File: src/rtl/stream_wrap_adapter.sv
// Stream wrap adapter: bridges a host word interface to a core stream
// interface through one small FIFO per direction. Optionally byte-swaps
// words on the way in and on the way out. Keeps transfer counters and
// sticky error flags for rejected host requests.
module stream_wrap_adapter #(
    parameter int WIDTH = 16,
    parameter int DEPTH = 4,
    parameter int CNT_W = 32
) (
    input  logic             clk,
    input  logic             rst,
    input  logic             swap_en,
    input  logic             clear,

    input  logic [WIDTH-1:0] din,
    input  logic             write,
    output logic             full,

    output logic [WIDTH-1:0] dout,
    input  logic             read,
    output logic             avail,

    output logic [WIDTH-1:0] core_in_data,
    output logic             core_in_write,
    input  logic             core_in_full,

    input  logic [WIDTH-1:0] core_out_data,
    input  logic             core_out_avail,
    output logic             core_out_read,

    output logic [CNT_W-1:0] in_count,
    output logic [CNT_W-1:0] out_count,
    output logic             err_overflow,
    output logic             err_underflow
);

    localparam int          AW       = $clog2(DEPTH);
    localparam int          NB       = WIDTH / 8;
    localparam logic [AW:0] OCC_FULL = (AW + 1)'(DEPTH);

    // Reverse the byte order of a word when en is set; identity otherwise.
    function automatic logic [WIDTH-1:0] byte_swap(input logic [WIDTH-1:0] word,
                                                   input logic             en);
        logic [WIDTH-1:0] res;
        res = word;
        if (en) begin
            for (int k = 0; k < NB; k++) begin
                res[8*(NB-1-k) +: 8] = word[8*k +: 8];
            end
        end
        return res;
    endfunction

    // ------------------------------------------------------------------
    // Ingress FIFO (host -> core)
    // ------------------------------------------------------------------
    logic [WIDTH-1:0] in_mem [DEPTH];
    logic [AW-1:0]    in_wr_ptr;
    logic [AW-1:0]    in_rd_ptr;
    logic [AW:0]      in_occ;
    logic             in_nonempty;
    logic             in_push;
    logic             in_pop;

    // Full is judged on registered occupancy only, so a same-cycle core
    // pop never frees a slot for a host write that arrives while full.
    assign full          = (in_occ == OCC_FULL);
    assign in_nonempty   = (in_occ != '0);
    assign in_push       = write && !full;
    assign core_in_write = in_nonempty && !core_in_full;
    assign in_pop        = core_in_write;
    // Head is forced to zero when empty so it reads 0 during reset.
    assign core_in_data  = in_nonempty ? in_mem[in_rd_ptr] : '0;

    // Ingress storage: words are swapped once, at host acceptance.
    always_ff @(posedge clk) begin
        if (in_push) begin
            in_mem[in_wr_ptr] <= byte_swap(din, swap_en);
        end
    end

    // Ingress pointers and occupancy; pointers wrap naturally at DEPTH.
    always_ff @(posedge clk or posedge rst) begin
        if (rst) begin
            in_wr_ptr <= '0;
            in_rd_ptr <= '0;
            in_occ    <= '0;
        end else begin
            if (in_push) begin
                in_wr_ptr <= in_wr_ptr + AW'(1);
            end
            if (in_pop) begin
                in_rd_ptr <= in_rd_ptr + AW'(1);
            end
            case ({in_push, in_pop})
                2'b10:   in_occ <= in_occ + (AW + 1)'(1);
                2'b01:   in_occ <= in_occ - (AW + 1)'(1);
                default: in_occ <= in_occ;
            endcase
        end
    end

    // ------------------------------------------------------------------
    // Egress FIFO (core -> host)
    // ------------------------------------------------------------------
    logic [WIDTH-1:0] eg_mem [DEPTH];
    logic [AW-1:0]    eg_wr_ptr;
    logic [AW-1:0]    eg_rd_ptr;
    logic [AW:0]      eg_occ;
    logic             eg_push;
    logic             eg_pop;

    assign avail   = (eg_occ != '0);
    assign eg_push = core_out_avail && (eg_occ < OCC_FULL);
    assign eg_pop  = read && avail;
    // The strobe to the core is masked while reset is held; internally the
    // push is harmless then because all control state is held cleared.
    assign core_out_read = eg_push && !rst;
    assign dout          = avail ? eg_mem[eg_rd_ptr] : '0;

    // Egress storage: words are swapped once, at capture from the core.
    always_ff @(posedge clk) begin
        if (eg_push) begin
            eg_mem[eg_wr_ptr] <= byte_swap(core_out_data, swap_en);
        end
    end

    // Egress pointers and occupancy.
    always_ff @(posedge clk or posedge rst) begin
        if (rst) begin
            eg_wr_ptr <= '0;
            eg_rd_ptr <= '0;
            eg_occ    <= '0;
        end else begin
            if (eg_push) begin
                eg_wr_ptr <= eg_wr_ptr + AW'(1);
            end
            if (eg_pop) begin
                eg_rd_ptr <= eg_rd_ptr + AW'(1);
            end
            case ({eg_push, eg_pop})
                2'b10:   eg_occ <= eg_occ + (AW + 1)'(1);
                2'b01:   eg_occ <= eg_occ - (AW + 1)'(1);
                default: eg_occ <= eg_occ;
            endcase
        end
    end

    // ------------------------------------------------------------------
    // Statistics
    // ------------------------------------------------------------------

    // Accepted-write counter; clear has priority over a same-cycle count.
    always_ff @(posedge clk or posedge rst) begin
        if (rst) begin
            in_count <= '0;
        end else if (clear) begin
            in_count <= '0;
        end else if (in_push) begin
            in_count <= in_count + CNT_W'(1);
        end
    end

    // Performed-read counter; clear has priority over a same-cycle count.
    always_ff @(posedge clk or posedge rst) begin
        if (rst) begin
            out_count <= '0;
        end else if (clear) begin
            out_count <= '0;
        end else if (eg_pop) begin
            out_count <= out_count + CNT_W'(1);
        end
    end

    // Sticky flags for rejected host requests; the rejected word is dropped.
    always_ff @(posedge clk or posedge rst) begin
        if (rst) begin
            err_overflow  <= 1'b0;
            err_underflow <= 1'b0;
        end else if (clear) begin
            err_overflow  <= 1'b0;
            err_underflow <= 1'b0;
        end else begin
            if (write && full) begin
                err_overflow <= 1'b1;
            end
            if (read && !avail) begin
                err_underflow <= 1'b1;
            end
        end
    end

endmodule

File: config.mk
export PLATFORM = sky130hd
export DESIGN_NAME = stream_wrap_adapter
export DESIGN_NICKNAME = d
export VERILOG_FILES = /design/src/rtl/stream_wrap_adapter.sv
export SDC_FILE = /design/constraint.sdc
export NUM_CORES = 1
export LEC_CHECK = 0
export ABC_AREA = 1
export CORE_MARGIN = 4
export CORE_UTILIZATION = 44
export CTS_BUF_LIST = sky130_fd_sc_hd__clkbuf_8
export CTS_CLUSTER_DIAMETER = 50
export DETAILED_ROUTE_END_ITERATION = 10
export GPL_TIMING_DRIVEN = 0
export PLACE_DENSITY = 0.66
export SYNTH_ARGS = -nofsm -noshare
export SYNTH_HDL_FRONTEND = slang
export SYNTH_SLANG_ARGS = --single-unit
File: constraint.sdc
create_clock -name clk -period 7.81 [get_ports clk]
set_input_delay 1.562 -clock clk [delete_from_list [all_inputs] [get_ports clk]]
set_output_delay 1.562 -clock clk [all_outputs]
set_load 0.01 [all_outputs]
### Word level (Yosys, flattened, before mapping)

Memories as Yosys holds them, arrays and structs flattened.
Index checks and enable logic that the tools add are counted.
Widths: inputs -> output; s select.

| storage, ports and cells | value |
|---|---|
| memory bits (writable) | 128 |
| memories kept | 2 |
| bits in latches | 0 |
| input port bits | 40 |
| bits in registers | 80 |
| memory bits (read-only) | 0 |

| operators by class | value |
|---|---|
| multiplexer cells | 20 |
| div/mod/pow operators | 0 |
| multiply operators | 0 |
| add/subtract/negate cells | 10 |
| reductions and logical operators | 19 |
| shift operators | 0 |
| bitwise gates (word level) | 0 |
| eq/ne operators | 5 |
| magnitude comparators | 1 |

Memory list:

| name | depth | width | rd ports | clocked after Yosys merged registers in | write ports | line | RTL |
|---|---|---|---|---|---|---|---|
| eg_mem | 4 | 16 | 1 | 0 | 1 | 106 | `logic [WIDTH-1:0] eg_mem [DEPTH];` |
| in_mem | 4 | 16 | 1 | 0 | 1 | 57 | `logic [WIDTH-1:0] in_mem [DEPTH];` |

Operators with widths:

| kind | number |
|---|---|
| $mux 32 | 4 |
| $mux 16 | 6 |
| $add 32x1->32 const B | 2 |
| $pmux 3 s2 | 2 |
| $reduce_bool 2->1 | 6 |
| $add 2x1->2 const B | 4 |
| $mux 1 | 8 |
| $logic_and 1x1->1 | 7 |
| $add 3x1->3 const B | 2 |
| $reduce_bool 3->1 | 2 |
| $sub 3x1->3 const B | 2 |
| $eq 2x1->1 const B | 2 |
| $eq 2x2->1 const B | 2 |
| $logic_not 1->1 | 4 |
| $eq 3x3->1 const B | 1 |
| $lt 3x3->1 const B | 1 |

### Logic depth before layout (Yosys ltp)

Gate-level depths: netlist (run 1).

| depth | value |
|---|---|
| depth after elaboration | 5 |
| gate-level depth with buffers | 11 |

### Least setup slack after synthesis (run 1)

Ideal clock, no wire load.

| timing path | value |
|---|---|
| path type | input -> output |
| start point | in core_out_avail |
| end point | out core_out_read |
| data required time | 6248 ps |
| arrival time | 1913 ps |
| slack | 4335 ps |
| stages on the path | 2 |
| cells stage by stage | nand2_1 -> nor2_1 |

| between the ends | value |
|---|---|
| cells in the longest elaborated chain, start to end | 2 |

Ends and longest elaborated chain:

| item | line | RTL |
|---|---|---|
| start: declaration | 28 | `input logic core_out_avail,` |
| $logic_and 1x1->1 | 114 | `assign eg_push = core_out_avail && (eg_occ < OCC_FULL);` |
| $logic_and 1x1->1 | 118 | `assign core_out_read = eg_push && !rst;` |
| end: declaration | 29 | `output logic core_out_read,` |

No other way between the ends.

### Worst setup path after layout (run 1)

Ends and elaborated chain as after synthesis.

==> run metrics, run 1 <==
outcome=finished, final reports clean; via/cell ratio=5.079; clk slew on worst S/H paths=0.06 ns; die area=25520 um2; Max Slew Vio Count=0; clock tree from TritonCTS=built; initial antenna violation count=0; pwr dens=289.7 nW/um2; Synth Instances=1145; critical path type=primary input to output port; first drt pass iteration count=6; Fin Setup TNS=0 ns; Post-Syn Area=10130 um2; post-CTS setup buffer count=0; maximum clock rate=221.4 MHz; R2R Path End=in_occ[2]; sequential share of the synthesized area=57.69%; layout cells sized above 1=8.950%; antenna cells=0; Worst Skew=0.01582 ns; Reg2Reg Launch Point=in_occ[2]; synth warn=0; Yosys reg bits=208; crit path capture type=output port; wire per inst=16.27 um; Worst Max-Slew Pin Slew=0.9518 ns; Syn Nets=1199; leakage power=4.945 nW; Hold Crit Depth=2; Initial Util=44.76%; vias in the first global route=8147; hold wc startpoint=eg_occ[1]; Initial DRC Count=507; Worst IR Drop VDD=0.1389 mV; RSZ-0062 raised after global routing=no; Nets=1380; min Tclk post-route=4.517 ns; startpoint types=primary input; reg2reg setup slack=5.52 ns; CTS Buffer Depth=3; Routability Congestion=0.8649; HPWL Detailed=18460 um; Max H-tree Level=2; hold-critical path endpoint=eg_occ[1]; # IOs=142; maxcap violations=0; Final Cycle Share=57.84%; GRT Overall Usage=20.73%; Unique masters post-synth=32; hold_ws=0.4932 ns; clk root buf=clkbuf_8; Filler cells=2061; clock sinks=208; area delta synth->final=24.63%; WP data arrival=2.96 ns; Vias=8314; clk_lat worst skew=0.53 ns; largest net degree at the start of global routing=61; R2R depth=10; core area=22640 um2; final instance area=12630 um2; IO buf count=139; Final Hold Vio Count=0; final setup vio count=0; DRC=0; post-route ant nets=0; # hold bufs at CTS=0; row cnt=55; Synth Area per Inst=8.850 um2; Slew HR=36.48%; Min-Delay Path Class=register to register; Die W=159.8 um; Post-Route WL=26630 um; CTS buffer count=37; chip height=159.8 um; placed instance area=11960 um2; total gr overflow=0; CP Data Required Time=6.25 ns; CP Max Fanout=9; cts repair resizes=0; first-pass GRT wire length=42740 um; Total Power=0.003659 W
==> worst max-delay path, cell delays in order <==
cell	delay, ns
clkdlybuf4s50_1	0.45
nand2_1	0.23
nor2_1	0.16
clkdlybuf4s50_1	0.55
==> layer usage <==
layer	share of wire [%]	track usage [%]	vias to the layer above	wire [um]
li1	-	-	4123	-
met1	43	27.14	3907	11490
met2	48	34.15	250	12680
met3	7.5	5.523	34	1998
met4	1.7	5.996	0	461
met5	0	0	-	0
==> worst max-delay path by stage <==
| stage | start | end | slack (ns) | cells after the start |
|---|---|---|---|---|
| after floorplan | rst | eg_occ[0] | 4.20 | 1 |
| after global placement | rst | out_count[30] | 2.55 | 2 |
| after detailed placement | core_out_avail | core_out_read | 3.29 | 4 |
| after CTS | core_out_avail | core_out_read | 3.28 | 4 |
| after global routing | core_out_avail | core_out_read | 3.20 | 4 |
| final | core_out_avail | core_out_read | 3.29 | 4 |
==> kinds of logic after synthesis <==
group	count (synthesis)	synth area share [%]
simple gates	562	23.52
xor+xnor	11	0.9508
compound gates	195	9.828
flops	208	57.69
fa+ha+maj	14	1.877
buf+inv	155	6.137
==> state kept, by name, summed over array words and instances, names as in the netlist, 3 cells and up <==
name	count
eg_occ	3
in_count	32
out_count	32
eg_mem	64
in_occ	3
in_mem	64
==> power breakdown <==
part | total (W) | switching, W | internal [W]
registers | 0.00140 | 0.0000504 | 0.00135
clock network | 0.000924 | 0.000449 | 0.000475
logic | 0.00134 | 0.000792 | 0.000545
total | 0.00366 | 0.00129 | 0.00237
==> area by class of cell <==
type	count	area (um2)	area share, %
Sequential cell	208	5846	46.28
Multi-Input combinational cell	782	3686	29.19
Timing Repair Buffer	142	1449	11.47
Clock buffer	40	550.5	4.359
Inverter	116	440.4	3.487
Tap cell	285	356.6	2.823
Buffer	39	183.9	1.456
Clock inverter	25	117.6	0.9312
==> cell usage after synthesis (all sizes together) <==
cell type    n  area [um2]
a21boi       1       18.77
a21oi       89       445.4
a31oi        3       18.77
and2         2       12.51
buf         24       127.6
clkbuf      15       56.30
clkinv       2       7.510
dfrtp       80        2002
edfxtp     128        3844
fa           2       40.04
ha          12       150.1
inv        114       430.4
nand2      186       730.7
nand3       59       305.3
nand3b       1       7.510
nand4       10       62.56
nor2       301        1250
nor3         3       15.01
o21a         1       7.510
o21ai      101       505.5
xnor2        2       17.52
xor2         9       78.83
==> per-stage QoR <==
| stage | setup slack [ns] | cells | util [%] |
|---|---|---|---|
| 6_report | 3.293 | 1637 | 55.78 |
| 5_1_grt | 3.200 | 1637 | 55.78 |
| 4_1_cts | 3.281 | 1637 | 55.77 |
| 3_5_place_dp | 3.294 | 1572 | 52.82 |
| 3_3_place_gp | 2.545 | 1569 | 52.48 |
| 2_1_floorplan | 4.196 | 1145 | - |
==> cell usage in the layout, fill, tap and decap left out, types with 3 or more instances in the layout <==
cell	instances
a21oi_1	89
a31oi_1	3
buf_1	9
buf_2	12
buf_6	3
clkbuf_1	15
clkbuf_8	40
clkdlybuf4s50_1	139
clkinv_1	10
clkinv_2	7
dfrtp_1	80
edfxtp_1	128
ha_1	12
inv_1	112
inv_2	7
nand2_1	177
nand2_2	7
nand3_1	57
nand4_1	10
nor2_1	269
nor2_2	20
nor2_4	12
nor3_1	3
o21ai_0	96
o21ai_1	5
xor2_1	9
Note: power is estimated with default switching activity, not from simulation.
==> inputs of run 2 (changes only) <==
--- a/config.mk
+++ b/config.mk
@@ -12,7 +12,7 @@
 export CTS_CLUSTER_DIAMETER = 50
 export DETAILED_ROUTE_END_ITERATION = 10
 export GPL_TIMING_DRIVEN = 0
-export PLACE_DENSITY = 0.66
+export PLACE_DENSITY = 0.69
 export SYNTH_ARGS = -nofsm -noshare
 export SYNTH_HDL_FRONTEND = slang
 export SYNTH_SLANG_ARGS = --single-unit
==> constraint.sdc (replaced) <==
create_clock -name clk -period 3.8 [get_ports clk]
set_input_delay 0.76 -clock clk [delete_from_list [all_inputs] [get_ports clk]]
set_output_delay 0.76 -clock clk [all_outputs]
set_load 0.01 [all_outputs]
==> run metrics, run 2 (synthesis gave the netlist of run 1 again) <==
Worst Skew=0.02610 ns; Max Slew Vio Count=0; clock sinks=208; Sequential Power Share=37.3%; Vias=8357; Min-Delay Path Class=register to register; wire per inst=16.48 um; Clock power frac=26.7%; Comb power frac=36.0%; chip height=159.8 um; busiest grt layer=met2; maxcap violations=0; min Tclk post-route=3.467 ns; P_sw=0.002655 W; Worst Max-Slew Pin Slew=0.9851 ns; placed instance area=11990 um2; post-CTS setup buffer count=0; Initial DRC Count=604; Worst IR Drop VDD=0.2643 mV; critical path type=register to output port; core area=22640 um2; initial antenna violation count=0; vias in the first global route=8347; leakage power=5.003 nW; die area=25520 um2; biggest regs=eg_mem: 64 flops, in_mem: 64 flops; row cnt=55; GRT Overall Usage=20.95%; WP data arrival=2.71 ns; RSZ-0062 raised after global routing=no; Max H-tree Level=2; area delta synth->final=25.58%; Initial Util=44.76%; internal power consumption=0.005044 W; Filler cells=2040; IO buf count=139; final setup vio count=0; largest net degree at the start of global routing=51; HPWL Detailed=18750 um; clk slew on worst S/H paths=0.06 ns; post-route ant nets=0; first-pass GRT wire length=43300 um; final instance area=12730 um2; switching share of power=34.48%; clock tree from TritonCTS=built; CP Data Required Time=3.04 ns; via/cell ratio=5.105; Final Cycle Share=91.24%; clk root buf=clkbuf_8; Die W=159.8 um; clk_lat worst skew=0.52 ns; final setup margin=0.3330 ns; first drt pass iteration count=5; # hold bufs at CTS=0; DRC=0; CTS buffer count=36; GRT met2 Usage=34.54%; Final Hold Vio Count=0; Routability Congestion=0.8816; outcome=finished, final reports clean; Slew HR=34.26%; pwr dens=605.0 nW/um2; Nets=1381; # IOs=142; maximum clock rate=288.4 MHz; startpoint types=register; hold_ws=0.4832 ns; antenna cells=0; layout cells sized above 1=9.393%; Post-Route WL=26980 um; leading cell type in the layout, fill and taps excluded=nor2_1; cts repair resizes=0; pre-CTS setup slack=0.8135 ns; CP Max Fanout=10; met3 usage=5.368%; commonest cells after routing, fill and taps aside=nor2_1 (270), nand2_1 (177), clkdlybuf4s50_1 (139); crit path capture type=output port; total gr overflow=0; CTS Buffer Depth=3; GR Util met1=27.24%
## run 2: changes by cell type in the layout (fill, tap and decap cells not counted), sizes merged
cell,delta
clkbuf,+9
buf,+2
inv,+1
clkinv,-11
clkinvlp,-1
## run 2: worst paths after layout
path | from | to | slack, ns | depth (start not counted)
worst max-delay path | in_rd_ptr[1] | core_in_data[10] | 0.33 | 7
worst min-delay path | eg_occ[1] | eg_occ[1] | 0.48 | 2
worst min register to register | eg_occ[1] | eg_occ[1] | 0.48 | 2
max in group asynchronous | rst | in_count[28] | 2.54 | 3
min in group asynchronous | rst | eg_wr_ptr[0] | 0.64 | 2
worst max register to register | in_occ[2] | in_occ[2] | 1.48 | 10
## run 2: layer usage
metal / vias up / wire length (um)
met5: - / 0
met4: 0 / 651
met3: 61 / 2070
met2: 296 / 12600
met1: 3885 / 11650
li1: 4115 / -
## run 2: per-stage QoR
| stage | TNS (ns) | std cells | utilization [%] | total power, W |
|---|---|---|---|---|
| 2_1_floorplan | 0 | 1145 | - | 0.004414 |
| 3_3_place_gp | -53.58 | 1569 | 52.48 | 0.005602 |
| 3_5_place_dp | 0 | 1574 | 52.94 | 0.005705 |
| 4_1_cts | 0 | 1637 | 56.21 | 0.007769 |
| 5_1_grt | 0 | 1637 | 56.21 | 0.008169 |
| 6_report | 0 | 1637 | 56.21 | 0.007699 |
## run 2: power groups by stage
| stage | combinational, W | clock, W | sequential [W] |
|---|---|---|---|
| final | 0.00277 | 0.00205 | 0.00287 |
| after global routing | 0.00307 | 0.00220 | 0.00290 |
| after CTS | 0.00280 | 0.00210 | 0.00287 |
| after detailed placement | 0.00279 | 0 | 0.00292 |
| after global placement | 0.00269 | 0 | 0.00291 |
| after floorplan | 0.00151 | 0 | 0.00290 |
## run 2: worst max-delay path, cell delays in order, from the launching register on
cell             delay, ns
dfrtp_1               0.32
buf_2                 0.20
clkinv_1              0.30
buf_2                 0.31
nor2_1                0.12
o21ai_0               0.08
a21oi_1               0.26
clkdlybuf4s50_1       0.59
## run 2: cell type report
type	instances	area (um2)	share of cell area, %
Sequential cell	208	5846	45.93
Multi-Input combinational cell	782	3684	28.94
Timing Repair Buffer	144	1475	11.59
Clock buffer	49	674.4	5.299
Inverter	116	440.4	3.461
Tap cell	285	356.6	2.802
Buffer	39	183.9	1.445
Clock inverter	14	66.31	0.5211
==> inputs of run 3 (changes only) <==
--- a/config.mk
+++ b/config.mk
@@ -13,6 +13,8 @@
 export DETAILED_ROUTE_END_ITERATION = 10
 export GPL_TIMING_DRIVEN = 0
 export PLACE_DENSITY = 0.69
+export SKIP_LAST_GASP = 1
+export SLEW_MARGIN = 20
 export SYNTH_ARGS = -nofsm -noshare
 export SYNTH_HDL_FRONTEND = slang
 export SYNTH_SLANG_ARGS = --single-unit
==> run metrics, run 3 (synthesis gave the netlist of run 1 again) <==
total gr overflow=0; min Tclk post-route=3.528 ns; P_sw=0.002659 W; # IOs=142; register area=5846 um2; antenna cells=0; Filler cells=2001; initial antenna violation count=0; CP Data Required Time=3.04 ns; pre-CTS setup slack=0.7928 ns; leakage power=5.002 nW; wire per inst=16.37 um; Min-Delay Path Class=register to register; Comb power frac=36.6%; Multi-input gate area=3686 um2; HPWL Detailed=18980 um; crit path capture type=output port; startpoint types=register; R2R depth=10; critical path type=register to output port; Max Slew Vio Count=0; Nets=1385; Inst Count DP=1577; Critical Path, Cell by Cell=buf_2 > clkinv_1 > buf_2 > nor2_1 > o21ai_0 > a21oi_1 > clkdlybuf4s50_1; clock tree from TritonCTS=built; Final Cycle Share=92.84%; commonest cells after routing, fill and taps aside=nor2_1 (269), nand2_1 (177), clkdlybuf4s50_1 (139); switching share of power=34.99%; post-CTS setup buffer count=0; Worst Skew=0.02669 ns; die area=25520 um2; clk root buf=clkbuf_8; RSZ-0062 raised after global routing=no; Clock power frac=25.6%; leading cell type in the layout, fill and taps excluded=nor2_1; cell family with most CP delay=buffers and inverters; R2R Path End=in_occ[2]; CTS Buffer Depth=3; DRC=0; first drt pass iteration count=5; chip height=159.8 um; area delta synth->final=25.36%; Total Power=0.007599 W; Die W=159.8 um; IO buf count=139; fin util=56.11%; Reg2Reg Launch Point=in_occ[2]; Slew HR=40.88%; Worst Max-Slew Pin Slew=0.8859 ns; layout cells sized above 1=9.071%; Worst Setup EP=core_in_data[10]; Vias=8368; maximum clock rate=283.4 MHz; GRT Overall Usage=21.10%; post-route ant nets=0; post-route insts no fill=1641; Fin Setup TNS=0 ns; outcome=finished, final reports clean; final setup margin=0.2720 ns; core area=22640 um2; slowest CP cell=clkdlybuf4s50_1; Sequential Power Share=37.8%; crit-path most repeated cell=buf_2; cts repair resizes=0; Final Hold Vio Count=0; clk_lat worst skew=0.53 ns; Post-Route WL=26860 um; Routability Congestion=0.8816; final setup vio count=0; internal power consumption=0.004940 W; first-pass GRT wire length=43530 um; Initial Util=44.76%; row cnt=55; biggest regs=eg_mem: 64 flops, in_mem: 64 flops; Max H-tree Level=2; vias in the first global route=8308; clk slew on worst S/H paths=0.06 ns; # hold bufs at CTS=0; CP Max Fanout=10; pwr dens=598.2 nW/um2; via/cell ratio=5.099; Worst IR Drop VDD=0.2661 mV; clock sinks=208; CTS buffer count=37; reg2reg setup slack=1.43 ns; WP data arrival=2.77 ns; Levels on crit path=7; CP max stage delay=0.60 ns; largest net degree at the start of global routing=51; CP Buf/Inv Count=4; maxcap violations=0; crit path launch=in_rd_ptr[1]; Initial DRC Count=523
run 3: cell types whose count changed in the layout (fill, tap and decap cells not counted):
cell,change
clkinv_2,-3
nor2_1,-1
clkbuf_8,-6
inv_1,+5
nor2_2,+1
buf_8,-1
buf_6,+4
clkinv_1,+4
inv_6,+1
run 3: area by class of cell:
class                      count  share of cell area (%)
buffer                        39                   1.448
sequential                   208                   46.02
clock inverter                21                  0.7387
tap                          285                   2.807
inverter                     116                   3.467
multi-input combinational    782                   29.02
timing repair buffer         147                   11.85
clock buffer                  43                   4.659
run 3: power groups by stage:
stage	Sequential (W)	Clock, W	Combinational, W
3_3_place_gp	0.00291	0	0.00269
2_1_floorplan	0.00290	0	0.00151
5_1_grt	0.00290	0.00209	0.00309
3_5_place_dp	0.00291	0	0.00281
4_1_cts	0.00287	0.00199	0.00282
6_report	0.00287	0.00195	0.00278
run 3: worst min-delay path by stage:
stage	start	to	slack, ns	cells past startpoint
global placement	eg_occ[1]	eg_occ[1]	0.48	2
floorplan	eg_occ[1]	eg_occ[1]	0.45	2
CTS	eg_occ[1]	eg_occ[1]	0.49	2
detailed placement	eg_occ[1]	eg_occ[1]	0.47	2
finish	eg_occ[1]	eg_occ[1]	0.48	2
global route	eg_occ[1]	eg_occ[1]	0.52	2
run 3: worst reg2reg max path: stages, from the launching register on:
cell and delay, ns:
dfrtp_1 0.43, inv_1 0.10, nand2_1 0.10, inv_2 0.11, nor2_1 0.44, ha_1 0.23
inv_1 0.07, fa_1 0.37, a21oi_1 0.14, o21ai_0 0.11, xor2_1 0.16
run 3: layer usage:
layer / global-route usage, % / routed length, um / up-vias
li1: - / - / 4125
met1: 27.72 / 11590 / 3928
met2: 35.22 / 12710 / 275
met3: 4.568 / 2038 / 40
met4: 6.509 / 529 / 0
met5: 0 / 0 / -
run 3: per-stage QoR:
stage               hold slack [ns]  cell area (um2)
finish                       0.4837            12700
global route                 0.5207            12700
CTS                          0.4884            12700
detailed placement           0.4746            12020
global placement             0.4776            11880
floorplan                    0.4530            10130
